[src/rtl/z80_pkg.sv]
// z80_pkg: shared definitions for the Z80 register-bank micro-sequencer.
//   - Bank index constants (one-hot bit position of each register in WE/RE)
//   - Sequencer state enum and opcode-class enum
//   - Opcode constants
//   - reg_code_to_idx(): Z80 3-bit register field -> bank index + valid flag
package z80_pkg;

    localparam logic [3:0] IDX_W  = 4'd0;
    localparam logic [3:0] IDX_Z  = 4'd1;
    localparam logic [3:0] IDX_A  = 4'd2;
    localparam logic [3:0] IDX_F  = 4'd3;
    localparam logic [3:0] IDX_B  = 4'd4;
    localparam logic [3:0] IDX_C  = 4'd5;
    localparam logic [3:0] IDX_D  = 4'd6;
    localparam logic [3:0] IDX_E  = 4'd7;
    localparam logic [3:0] IDX_H  = 4'd8;
    localparam logic [3:0] IDX_L  = 4'd9;
    localparam logic [3:0] IDX_IX = 4'd10;
    localparam logic [3:0] IDX_IY = 4'd11;
    localparam logic [3:0] IDX_SP = 4'd12;
    localparam logic [3:0] IDX_PC = 4'd13;

    localparam logic [7:0] OP_LD_SP_HL = 8'hF9;
    localparam logic [7:0] OP_HALT     = 8'h76;

    typedef enum logic [2:0] {
        IDLE,
        MV_SRC,
        MV_DST,
        LD_IMM,
        SP_HI,
        SP_LO,
        REJECT
    } seq_state_t;

    // Instruction class produced by the decoder.
    typedef enum logic [1:0] {
        KIND_MOVE,
        KIND_IMM,
        KIND_SPHL,
        KIND_REJECT
    } op_kind_t;

    typedef struct packed {
        logic       valid;
        logic [3:0] idx;
    } reg_sel_t;

    // Code 110 addresses memory via (HL) and has no bank register.
    function automatic reg_sel_t reg_code_to_idx(input logic [2:0] code);
        reg_sel_t sel;
        sel.valid = 1'b1;
        sel.idx   = IDX_W;
        case (code)
            3'b000:  sel.idx = IDX_B;
            3'b001:  sel.idx = IDX_C;
            3'b010:  sel.idx = IDX_D;
            3'b011:  sel.idx = IDX_E;
            3'b100:  sel.idx = IDX_H;
            3'b101:  sel.idx = IDX_L;
            3'b111:  sel.idx = IDX_A;
            default: sel.valid = 1'b0;
        endcase
        return sel;
    endfunction

endpackage

[src/rtl/z80_ld_decode.sv]
// z80_ld_decode: combinational classifier for 8-bit register loads.
//   opcode  in   opcode byte
//   op_kind out  KIND_MOVE (LD r,r'), KIND_IMM (LD r,n), KIND_SPHL (LD SP,HL),
//                KIND_REJECT (anything else)
//   src_idx out  bank index of source register (LD r,r')
//   dst_idx out  bank index of destination register (LD r,r' / LD r,n)
module z80_ld_decode
    import z80_pkg::*;
#(
    parameter int SUPPORT_SPHL = 1
) (
    input  logic [7:0] opcode,
    output op_kind_t   op_kind,
    output logic [3:0] src_idx,
    output logic [3:0] dst_idx
);

    reg_sel_t src_sel;
    reg_sel_t dst_sel;

    always_comb begin
        src_sel = reg_code_to_idx(opcode[2:0]);
        dst_sel = reg_code_to_idx(opcode[5:3]);
        src_idx = src_sel.idx;
        dst_idx = dst_sel.idx;
        op_kind = KIND_REJECT;

        // HALT sits in the LD r,r' encoding space (both fields 110); the
        // valid flags already exclude it, the explicit compare documents it.
        if (opcode[7:6] == 2'b01 && opcode != OP_HALT &&
            src_sel.valid && dst_sel.valid) begin
            op_kind = KIND_MOVE;
        end else if (opcode[7:6] == 2'b00 && opcode[2:0] == 3'b110 &&
                     dst_sel.valid) begin
            op_kind = KIND_IMM;
        end else if (opcode == OP_LD_SP_HL && SUPPORT_SPHL != 0) begin
            op_kind = KIND_SPHL;
        end
    end

endmodule

[src/rtl/z80_regbank_seq.sv]
// z80_regbank_seq: micro-sequencer driving the register bank's one-hot
// write (WE) and read/bus-drive (RE) enables for 8-bit register loads.
// All transfers go over the single internal data bus; LD r,r' bounces
// through the temporary register W.
//   clk, reset    clock; synchronous active-low reset
//   op_valid/op_ready, opcode, imm   opcode handshake (sampled on accept)
//   hold          stall: freezes the sequencer and blanks enables
//   WE, RE        one-hot register enables (bank index map in z80_pkg)
//   bus_drv_en/bus_drv_val  sequencer drives the immediate onto the bus
//   hi_sel        byte lane for 16-bit register writes (1 = high byte)
//   done, op_err  completion pulse; op_err marks a rejected opcode
//
// state_reg holds the step that will be issued at the next edge. Every
// output is the registered image of the step issued at that edge, so an
// accepted opcode shows its first step in the very next cycle. A step
// is issued only when hold is low; otherwise it stays pending and is
// re-issued in full later.
module z80_regbank_seq
    import z80_pkg::*;
#(
    parameter int NUM_EN       = 16,
    parameter int SUPPORT_SPHL = 1
) (
    input  logic              clk,
    input  logic              reset,
    input  logic              op_valid,
    output logic              op_ready,
    input  logic [7:0]        opcode,
    input  logic [7:0]        imm,
    input  logic              hold,
    output logic [NUM_EN-1:0] WE,
    output logic [NUM_EN-1:0] RE,
    output logic              bus_drv_en,
    output logic [7:0]        bus_drv_val,
    output logic              hi_sel,
    output logic              done,
    output logic              op_err
);

    seq_state_t  state_reg;
    seq_state_t  state_next;
    logic [3:0]  src_idx_reg;
    logic [3:0]  dst_idx_reg;
    logic [7:0]  imm_reg;

    op_kind_t    dec_kind;
    logic [3:0]  dec_src;
    logic [3:0]  dec_dst;

    logic        accept;
    seq_state_t  step;
    logic [3:0]  step_src;
    logic [3:0]  step_dst;
    logic [7:0]  step_imm;

    logic        we_en;
    logic [3:0]  we_idx;
    logic        re_en;
    logic [3:0]  re_idx;
    logic        drv_en_next;
    logic [7:0]  drv_val_next;
    logic        hi_sel_next;
    logic        done_next;
    logic        op_err_next;
    logic        op_ready_next;

    logic [NUM_EN-1:0] we_next;
    logic [NUM_EN-1:0] re_next;

    logic [NUM_EN-1:0] we_reg;
    logic [NUM_EN-1:0] re_reg;
    logic              bus_drv_en_reg;
    logic [7:0]        bus_drv_val_reg;
    logic              hi_sel_reg;
    logic              done_reg;
    logic              op_err_reg;
    logic              op_ready_reg;

    z80_ld_decode #(
        .SUPPORT_SPHL(SUPPORT_SPHL)
    ) u_decode (
        .opcode (opcode),
        .op_kind(dec_kind),
        .src_idx(dec_src),
        .dst_idx(dec_dst)
    );

    // op_ready is only ever high in IDLE, so accept never interrupts a step.
    assign accept = op_valid && op_ready_reg;

    always_comb begin
        // Step to issue: either the pending one, or the first step of the
        // opcode being accepted right now (taken straight from the inputs).
        step     = state_reg;
        step_src = src_idx_reg;
        step_dst = dst_idx_reg;
        step_imm = imm_reg;
        if (accept) begin
            step_src = dec_src;
            step_dst = dec_dst;
            step_imm = imm;
            unique case (dec_kind)
                KIND_MOVE: step = MV_SRC;
                KIND_IMM:  step = LD_IMM;
                KIND_SPHL: step = SP_HI;
                default:   step = REJECT;
            endcase
        end

        we_en        = 1'b0;
        we_idx       = IDX_W;
        re_en        = 1'b0;
        re_idx       = IDX_W;
        drv_en_next  = 1'b0;
        drv_val_next = 8'h00;
        hi_sel_next  = 1'b0;
        done_next    = 1'b0;
        op_err_next  = 1'b0;
        state_next   = IDLE;

        unique case (step)
            MV_SRC: begin
                re_en      = 1'b1;
                re_idx     = step_src;
                we_en      = 1'b1;
                we_idx     = IDX_W;
                state_next = MV_DST;
            end
            MV_DST: begin
                re_en     = 1'b1;
                re_idx    = IDX_W;
                we_en     = 1'b1;
                we_idx    = step_dst;
                done_next = 1'b1;
            end
            LD_IMM: begin
                drv_en_next  = 1'b1;
                drv_val_next = step_imm;
                we_en        = 1'b1;
                we_idx       = step_dst;
                done_next    = 1'b1;
            end
            SP_HI: begin
                re_en       = 1'b1;
                re_idx      = IDX_H;
                we_en       = 1'b1;
                we_idx      = IDX_SP;
                hi_sel_next = 1'b1;
                state_next  = SP_LO;
            end
            SP_LO: begin
                re_en     = 1'b1;
                re_idx    = IDX_L;
                we_en     = 1'b1;
                we_idx    = IDX_SP;
                done_next = 1'b1;
            end
            REJECT: begin
                done_next   = 1'b1;
                op_err_next = 1'b1;
            end
            default: begin
                state_next = IDLE;
            end
        endcase

        // Stalled: keep the step pending and blank everything it would drive.
        if (hold) begin
            state_next   = step;
            we_en        = 1'b0;
            re_en        = 1'b0;
            drv_en_next  = 1'b0;
            drv_val_next = 8'h00;
            hi_sel_next  = 1'b0;
            done_next    = 1'b0;
            op_err_next  = 1'b0;
        end

        // Ready rises one cycle after the done pulse: the edge that issues
        // the final step leaves state_reg in IDLE, and only the following
        // edge sees IDLE here.
        op_ready_next = (state_reg == IDLE) && !accept && !hold;
    end

    for (genvar gi = 0; gi < NUM_EN; gi++) begin : g_onehot
        assign we_next[gi] = we_en && (int'(we_idx) == gi);
        assign re_next[gi] = re_en && (int'(re_idx) == gi);
    end

    always_ff @(posedge clk) begin
        if (!reset) begin
            state_reg       <= IDLE;
            src_idx_reg     <= IDX_W;
            dst_idx_reg     <= IDX_W;
            imm_reg         <= 8'h00;
            we_reg          <= '0;
            re_reg          <= '0;
            bus_drv_en_reg  <= 1'b0;
            bus_drv_val_reg <= 8'h00;
            hi_sel_reg      <= 1'b0;
            done_reg        <= 1'b0;
            op_err_reg      <= 1'b0;
            op_ready_reg    <= 1'b1;
        end else begin
            state_reg <= state_next;
            if (accept) begin
                src_idx_reg <= dec_src;
                dst_idx_reg <= dec_dst;
                imm_reg     <= imm;
            end
            we_reg          <= we_next;
            re_reg          <= re_next;
            bus_drv_en_reg  <= drv_en_next;
            bus_drv_val_reg <= drv_val_next;
            hi_sel_reg      <= hi_sel_next;
            done_reg        <= done_next;
            op_err_reg      <= op_err_next;
            op_ready_reg    <= op_ready_next;
        end
    end

    assign WE          = we_reg;
    assign RE          = re_reg;
    assign bus_drv_en  = bus_drv_en_reg;
    assign bus_drv_val = bus_drv_val_reg;
    assign hi_sel      = hi_sel_reg;
    assign done        = done_reg;
    assign op_err      = op_err_reg;
    assign op_ready    = op_ready_reg;

endmodule

[config.mk]
export PLATFORM = sky130hd
export DESIGN_NAME = z80_regbank_seq
export DESIGN_NICKNAME = d
export VERILOG_FILES = /design/src/rtl/z80_pkg.sv /design/src/rtl/z80_ld_decode.sv /design/src/rtl/z80_regbank_seq.sv
export SDC_FILE = /design/constraint.sdc
export NUM_CORES = 1
export LEC_CHECK = 0
export CORE_MARGIN = 2
export CORE_UTILIZATION = 51
export CTS_CLUSTER_DIAMETER = 100
export CTS_CLUSTER_SIZE = 14
export DETAILED_ROUTE_END_ITERATION = 7
export PLACE_DENSITY = 0.86
export SLEW_MARGIN = 20
export SYNTH_ARGS = -nofsm -noshare
export SYNTH_HDL_FRONTEND = slang
export SYNTH_SLANG_ARGS = --single-unit
[constraint.sdc]
create_clock -name clk -period 3.2 [get_ports clk]
set_clock_uncertainty 0.1 [all_clocks]
set_input_delay 0.32 -clock clk [delete_from_list [all_inputs] [get_ports clk]]
set_output_delay 0.32 -clock clk [all_outputs]
set_load 0.03 [all_outputs]
==> impl_metrics.yaml, run 1 <==
sta:
  tightest_slew_ns: 0.551
  setup_slack_ns: 0.967
  fin_crit_ns: 2.23
  timing.fmax_mhz: 448
  relSlewSlack: 0.629
  post-route-period-util: 0.698
  slew_violations: 0
  rsz0062_at_grt: "no"
  setup_viol: 0
  final_hold_viol_count: 0
  tns_ns: 0
setup_path:
  r2r_cells: 5
  cp_max_fo: 17
  crit_required_ns: 3.36
  slowest_stage: "clkdlybuf4s50_1"
  path_cells: "clkdlybuf4s50_1 > nand2_2 > nor3_4 > a22o_1 > o211ai_1 > nor3_1"
  end_kind: "flip-flop"
  worst_path_largest_cell_delay_ns: 0.57
  critPathArrivalTime_ns: 2.39
  crit_type: "primary input to flip-flop"
  startpoint_type: "primary input"
clock_network:
  clkTransAtPathRegs_ns: 0.07
  clockBufferDepth: 2
  cts_root_buffer: "clkbuf_8"
  cts_hold_buf: 0
  worstSkewPairLatency_ns: 0.34
  htree_levels: 3
  post_cts_buffers: 0
  cts_tree: "built"
  clock-sinks: 64
  cts_resized: 0
  cts_buffers: 9
global_route:
  grt-ovfl-total: 0
  grt_pass1_wl_mm: 8.69
  first_global_vias: 1829
  grt_max_degree: 23
  antenna_found_initial: 0
  grtUsageTotal: 0.221
synthesis:
  synth_top_area_frac: 0.543
  synth.distinct_cells: 47
  synth_commonest_cells: "dfxtp_1 (64), nor2_1 (24), nor2b_1 (18)"
  synthArstFlopShare: 0
  synth.area.top_cells: "dfxtp_1 (54%), nor2b_1 (4.8%), mux2i_1 (4.2%), nor2_1 (3.8%), nor3_1 (3.0%)"
  yosysMostFrequentCell: "dfxtp_1"
  synthFlopType: "dfxtp_1"
  yosys_warnings: 0
  ys_seq_area_frac: 0.543
  synth_seq_cells: 64
  netlist_area_mm2: 0.00236
  synthCells: 236
  synth_area_per_cell_um2: 10.0
  syn_nets: 256
  synth_edf_count: 0
  synth_top_area_cell: "dfxtp_1"
layout:
  nFillCells: 313
  instances_no_fill: 362
  antenna_cells: 0
  drive_gt1_frac: 0.0968
  fin_nets: 325
  final_util: 0.749
  areaGrowthSynthToFinish_pct: 40.0
floorplan:
  core_mm2: 0.00441
  fp-row-count: 24
  die_w_um: 72.0
  die_y_um: 72.0
  ios: 65
  die_area_mm2: 0.00519
  initial_utilization: 0.535
power:
  power_density_mw_per_mm2: 586
  seq_power_share: 0.429
  p_int_mw: 1.49
  p_switching_uw: 448
  ir_worst_vdd_v: 0.000337
  switching_share: 0.231
  total_power_mw: 1.94
  p_comb_frac: 0.111
  power.leakage_nw: 1.23
  pwr-share-clk: 0.460
placed_design:
  dp.cells: 346
  port_buffers: 64
  dp_hpwl_mm: 3.76
  place.gp.congestion: 0.859
  place_ws_ns: 0.661
routing:
  wl_per_cell_um: 14.9
  drc: 0
  antenna_left: 0
  drtIter0Drc: 170
  postRouteWirelength_mm: 5.40
  vias_per_cell: 5.58
  dr_total_vias: 2019
  dr.pass1.iters: 5
worst_hold_path:
  hold_path_depth: 2
  hold_class: "flip-flop to flip-flop"
job:
  max-cap-violations: 0
status:
  status: "complete, no violations"
-- critical path, delay by kind of cell --
family          cells  cell delay [ns]
simple gates        3             0.84
compound gates      2             0.66
buf+inv             1             0.57
-- area by class of cell --
cell class,instances,area (um2),share of cell area
multi-input combinational,159,1020,0.307
clock inverter,4,98.8,0.0299
sequential,64,1280,0.388
tap,52,65.1,0.0197
inverter,4,15.0,0.00454
clock buffer,12,165,0.0500
timing repair buffer,67,663,0.201
-- cell families after synthesis --
| kind of cell | share of synthesized area |
|---|---|
| xor+xnor | 0.0143 |
| flops | 0.543 |
| mux | 0.0424 |
| compound gates | 0.117 |
| buf+inv | 0.0270 |
| simple gates | 0.257 |
-- power by group through the flow --
stage | combinational (mW) | clock [mW] | sequential (mW)
finish | 0.215 | 0.890 | 0.831
global route | 0.233 | 0.934 | 0.832
CTS | 0.214 | 0.900 | 0.830
detailed placement | 0.211 | 0 | 0.848
global placement | 0.207 | 0 | 0.848
floorplan | 0.129 | 0 | 0.858
-- cell usage in the layout (no fill, tap or decap), types with 2 or more instances in the layout --
cell type | synthesis | final
a21o_1 | 2 | 2
o211ai_1 | 2 | 2
and2_1 | 3 | 3
nand2_1 | 9 | 9
bufinv_16 | 0 | 3
dfxtp_1 | 64 | 64
a21oi_1 | 13 | 13
nand4b_1 | 4 | 4
buf_4 | 3 | 3
nand4_1 | 3 | 3
nor2_1 | 24 | 24
inv_1 | 4 | 4
nand3_2 | 2 | 2
clkdlybuf4s50_1 | 0 | 64
a21boi_0 | 3 | 3
nand3_1 | 7 | 7
clkbuf_8 | 0 | 12
nor3_1 | 14 | 14
nand3b_1 | 5 | 5
a22oi_1 | 3 | 3
mux2i_1 | 10 | 10
o21ai_0 | 5 | 5
and3_1 | 3 | 3
nor2b_1 | 18 | 18
a31oi_1 | 3 | 3
nand2b_1 | 4 | 4
-- worst paths after layout --
check / slack [ns] / startpoint / end
setup / recovery: 0.97 / op_valid / RE[5]$_SDFF_PN0_
hold / removal: 0.39 / imm_reg[5]$_SDFF_PN0_ / bus_drv_val[5]$_SDFF_PP0_
setup reg to reg: 1.05 / op_ready$_SDFF_PN1_ / RE[5]$_SDFF_PN0_
hold reg to reg: 0.39 / imm_reg[5]$_SDFF_PN0_ / bus_drv_val[5]$_SDFF_PP0_
-- routing by layer --
metal / up-vias / wire length, um / global-route usage
met5: - / 0 / 0
met4: 0 / 87 / 0.0713
met3: 14 / 483 / 0.0736
met2: 105 / 2560 / 0.336
met1: 933 / 2280 / 0.297
li1: 967 / - / -
-- through the flow --
step | hold slack (ns) | cell area (um2)
after floorplan | 0.321 | 2360
after global placement | 0.372 | 3040
after detailed placement | 0.384 | 3040
after CTS | 0.397 | 3300
after global routing | 0.438 | 3300
final | 0.392 | 3300
Power figures use the tool's default switching activity.
==> run 2: changes to the inputs <==
CORE_UTILIZATION = 42   (was 51)
PLACE_DENSITY = 0.76   (was 0.86)
clock period = 2 ns   (was 3.2 ns; I/O delays follow)
==> run 2 against run 1 <==
Compared with the run above: non-clock buffer count grew 42; power grew 61%; final cell count grew 17%; hold slack lost 0.0011 ns; clock power grew 51%; combinational power grew 110%; sequential power grew 60%; sequential share of layout area shrank 3.6 points; clock-buffer cell count shrank 1; setup slack lost 0.83 ns; largest power group unchanged.
==> impl_metrics.yaml, run 2 (synthesis gave the netlist of run 1 again) <==
clock_network:
  cts_root_buffer: "clkbuf_8"
  cts_tree: "built"
  cts_hold_buf: 0
  clock-sinks: 64
  post_cts_buffers: 0
  cts_resized: 0
  clkTransAtPathRegs_ns: 0.07
  worstSkewPairLatency_ns: 0.34
  clockBufferDepth: 2
  cts_buffers: 9
  htree_levels: 3
routing:
  dr_total_vias: 2081
  vias_per_cell: 4.91
  postRouteWirelength_mm: 5.57
  dr.pass1.iters: 4
  wl_per_cell_um: 13.1
  drc: 0
  antenna_left: 0
  drtIter0Drc: 106
floorplan:
  ios: 65
  die_area_mm2: 0.00624
  die_y_um: 79.0
  die_w_um: 79.0
  initial_utilization: 0.431
  fp-row-count: 27
  core_mm2: 0.00547
setup_path:
  critPathArrivalTime_ns: 2.03
  crit_required_ns: 2.16
  crit_type: "primary input to flip-flop"
  end_kind: "flip-flop"
  cp_max_fo: 5
  r2r_slack_ns: 0.14
  startpoint_type: "primary input"
layout:
  final_cell_mix: "clkdlybuf4s50_1 (64), dfxtp_1 (63), buf_4 (45)"
  final_common_cell: "clkdlybuf4s50_1"
  instances_no_fill: 424
  antenna_cells: 0
  areaGrowthSynthToFinish_pct: 54.5
  nFillCells: 479
  drive_gt1_frac: 0.216
  fin_nets: 367
global_route:
  first_global_vias: 1954
  grt_max_degree: 12
  grt_pass1_wl_mm: 9.16
  grt-ovfl-total: 0
  grtUsageTotal: 0.191
  antenna_found_initial: 0
status:
  status: "complete, no violations"
sta:
  fin_crit_ns: 1.87
  slew_violations: 0
  final_hold_viol_count: 0
  setup_viol: 0
  tns_ns: 0
  relSlewSlack: 0.698
  tightest_slew_ns: 0.442
  timing.fmax_mhz: 535
  post-route-period-util: 0.934
placed_design:
  port_buffers: 64
  dp.cells: 408
  place.gp.congestion: 0.864
  dp_hpwl_mm: 4.16
worst_hold_path:
  hold_class: "flip-flop to flip-flop"
job:
  max-cap-violations: 0
power:
  power.leakage_nw: 1.42
  power_density_mw_per_mm2: 854
  ir_worst_vdd_v: 0.000503
-- run 2: path summary, 6_finish.rpt --
check | startpoint | to | cells after the start
max reg2reg | op_ready$_SDFF_PN1_ | WE[8]$_SDFF_PN0_ | 5
min | imm_reg[0]$_SDFF_PN0_ | bus_drv_val[0]$_SDFF_PP0_ | 2
max | opcode[2] | WE[8]$_SDFF_PN0_ | 7
min reg2reg | imm_reg[0]$_SDFF_PN0_ | bus_drv_val[0]$_SDFF_PP0_ | 2
-- run 2: layer usage --
metal,part of all wire,track usage,vias to the layer above
li1,-,-,1053
met1,0.47,0.254,957
met2,0.46,0.290,66
met3,0.058,0.0602,5
met4,0.011,0.0724,0
met5,0,0,-
-- run 2: critical path, stage by stage --
cell	delay [ns]
clkdlybuf4s50_1	0.47
buf_4	0.13
nand3b_1	0.15
xnor2_2	0.25
a21oi_2	0.10
or4_4	0.57
a21oi_1	0.16
-- run 2: area by class of cell --
cell class | count | area, um2 | area share
inverter | 4 | 15.0 | 0.00412
clock buffer | 11 | 141 | 0.0388
tap | 72 | 90.1 | 0.0247
sequential | 64 | 1280 | 0.352
multi-input combinational | 159 | 1040 | 0.284
clock inverter | 5 | 104 | 0.0285
timing repair buffer | 109 | 978 | 0.268
-- run 2: metrics by stage --
stage | utilization | setup slack [ns] | hold slack (ns) | instance area [um2] | power, mW
global route | 0.667 | -0.000400 | 0.424 | 3650 | 3.25
global placement | 0.618 | -0.178 | 0.372 | 3380 | 1.78
floorplan | - | 0.0183 | 0.201 | 2360 | 1.58
detailed placement | 0.618 | -0.255 | 0.381 | 3380 | 1.79
finish | 0.667 | 0.132 | 0.390 | 3650 | 3.11
CTS | 0.663 | 0.0156 | 0.397 | 3630 | 3.13
-- run 2: power by group --
group	total [mW]	internal, mW	switching [mW]
clock network	1.34	0.862	0.476
registers	1.33	1.31	0.0212
logic	0.446	0.224	0.222
==> run 3: changes to the inputs <==
CORE_MARGIN = not set   (was 2)
CORE_UTILIZATION = 47   (was 42)
PLACE_DENSITY = 0.8   (was 0.76)
clock period = 1.8 ns   (was 2 ns; I/O delays follow)
==> run 3 against run 2 <==
Compared with the run above: routed wire length up 5.6%; sequential power up 11%; sequential share of layout area down 1.2 points; die area down 15%; via count up 6.2%; flip-flop and latch count unchanged; largest cell class unchanged; highest routed layer unchanged.
==> impl_metrics.yaml, run 3 (synthesis gave the netlist of run 1 again) <==
status:
  status: "complete, no violations"
global_route:
  antenna_found_initial: 0
  grtUsageTotal: 0.229
  grt-ovfl-total: 0
  first_global_vias: 2017
  grt_max_degree: 13
  grt_pass1_wl_mm: 9.16
layout:
  antenna_cells: 0
  final_cell_mix: "dfxtp_1 (63), buf_4 (56), clkdlybuf4s50_1 (55)"
  nFillCells: 324
  drive_gt1_frac: 0.290
  areaGrowthSynthToFinish_pct: 60.3
  fin_nets: 381
  final_common_cell: "dfxtp_1"
sta:
  slew_violations: 0
  post-route-period-util: 0.967
  setup_viol: 0
  tightest_slew_ns: 0.359
  relSlewSlack: 0.754
  timing.fmax_mhz: 574
  rsz0062_at_grt: "yes"
  final_hold_viol_count: 0
  tns_ns: 0
  fin_crit_ns: 1.74
routing:
  dr.pass1.iters: 4
  dr_total_vias: 2211
  wl_per_cell_um: 13.6
  drc: 0
  drtIter0Drc: 82
  postRouteWirelength_mm: 5.89
  vias_per_cell: 5.11
  antenna_left: 0
clock_network:
  cts_tree: "built"
  clockBufferDepth: 2
  clkTransAtPathRegs_ns: 0.07
  cts_root_buffer: "clkbuf_8"
  cts_hold_buf: 0
  cts_buffers: 9
  htree_levels: 3
  clock-sinks: 64
  worstSkewPairLatency_ns: 0.34
setup_path:
  startpoint_type: "flip-flop"
  slowest_stage: "or4_1"
  path_cells: "and2_4 > buf_4 > nor2_2 > a21o_1 > or4_1 > a21boi_1"
  crit_type: "flip-flop to flip-flop"
  cp_max_fo: 7
  worst_path_largest_cell_delay_ns: 0.51
  r2r_slack_ns: 0.06
  critPathArrivalTime_ns: 1.91
  crit_required_ns: 1.97
  end_kind: "flip-flop"
floorplan:
  initial_utilization: 0.493
  core_mm2: 0.00479
  die_area_mm2: 0.00531
  ios: 65
  die_y_um: 72.9
  die_w_um: 72.9
  fp-row-count: 25
placed_design:
  place.gp.congestion: 0.904
  dp_hpwl_mm: 4.25
  port_buffers: 64
power:
  power_density_mw_per_mm2: 842
  ir_worst_vdd_v: 0.000699
  total_power_mw: 3.19
  power.leakage_nw: 1.53
worst_hold_path:
  hold_class: "primary input to flip-flop"
job:
  max-cap-violations: 0
run 3: routing by layer:
metal | track usage | part of all wire | up-vias
met2 | 0.363 | 0.47 | 79
met4 | 0.113 | 0.017 | 0
met1 | 0.285 | 0.46 | 1037
met3 | 0.0649 | 0.052 | 11
li1 | - | - | 1084
met5 | 0 | 0 | -
run 3: area by class of cell:
| cell class | instances | area, um2 | area share |
|---|---|---|---|
| inverters | 4 | 15.0 | 0.00397 |
| flip-flops and latches | 64 | 1280 | 0.340 |
| clock buffers | 10 | 149 | 0.0393 |
| multi-input cells | 159 | 1110 | 0.293 |
| clock inverters | 6 | 42.5 | 0.0112 |
| well taps | 67 | 83.8 | 0.0221 |
| repair buffers | 123 | 1100 | 0.291 |
run 3: worst paths after layout:
path,to,from,depth (start not counted)
setup / recovery,state_reg[0]$_SDFF_PN0_,op_ready$_SDFF_PN1_,6
hold / removal,dst_idx_reg[2]$_SDFF_PN0_,opcode[5],4
setup reg to reg,state_reg[0]$_SDFF_PN0_,op_ready$_SDFF_PN1_,6
hold reg to reg,bus_drv_val[5]$_SDFF_PP0_,imm_reg[5]$_SDFF_PN0_,2
run 3: where the power goes:
group / leakage, nW / internal (mW) / switching [mW] / total, mW
Combinational: 0.916 / 0.283 / 0.277 / 0.560
Sequential: 0.519 / 1.45 / 0.0256 / 1.48
Clock: 0.0934 / 0.582 / 0.564 / 1.15
Total: 1.53 / 2.32 / 0.867 / 3.19
run 3: stage by stage:
stage	util	cell area [um2]	instances	hold WS, ns	setup slack, ns
after CTS	0.769	3680	429	0.379	0.0191
after detailed placement	0.720	3450	412	0.377	-0.465
after floorplan	-	2360	236	0.171	0.0254
final	0.791	3780	433	0.354	0.0593
after global routing	0.791	3780	433	0.370	-0.0242
after global placement	0.720	3450	412	0.368	-0.376
run 3: worst max-delay path, delay by kind of cell, from the launching register on:
kind / cells / cell delay, ns
and+or+nand+nor: 3 / 0.72
DFF: 1 / 0.39
buffers and inverters: 1 / 0.11
AOI/OAI and AO/OA: 2 / 0.35
run 3: timing repair:
| action | CTS | global route |
|---|---|---|
| setup endpoints to repair | 20 | 39 |
| pin swaps | 9 | 11 |
| gates resized for setup | 14 | 22 |
| buffers inserted | 1 | 4 |
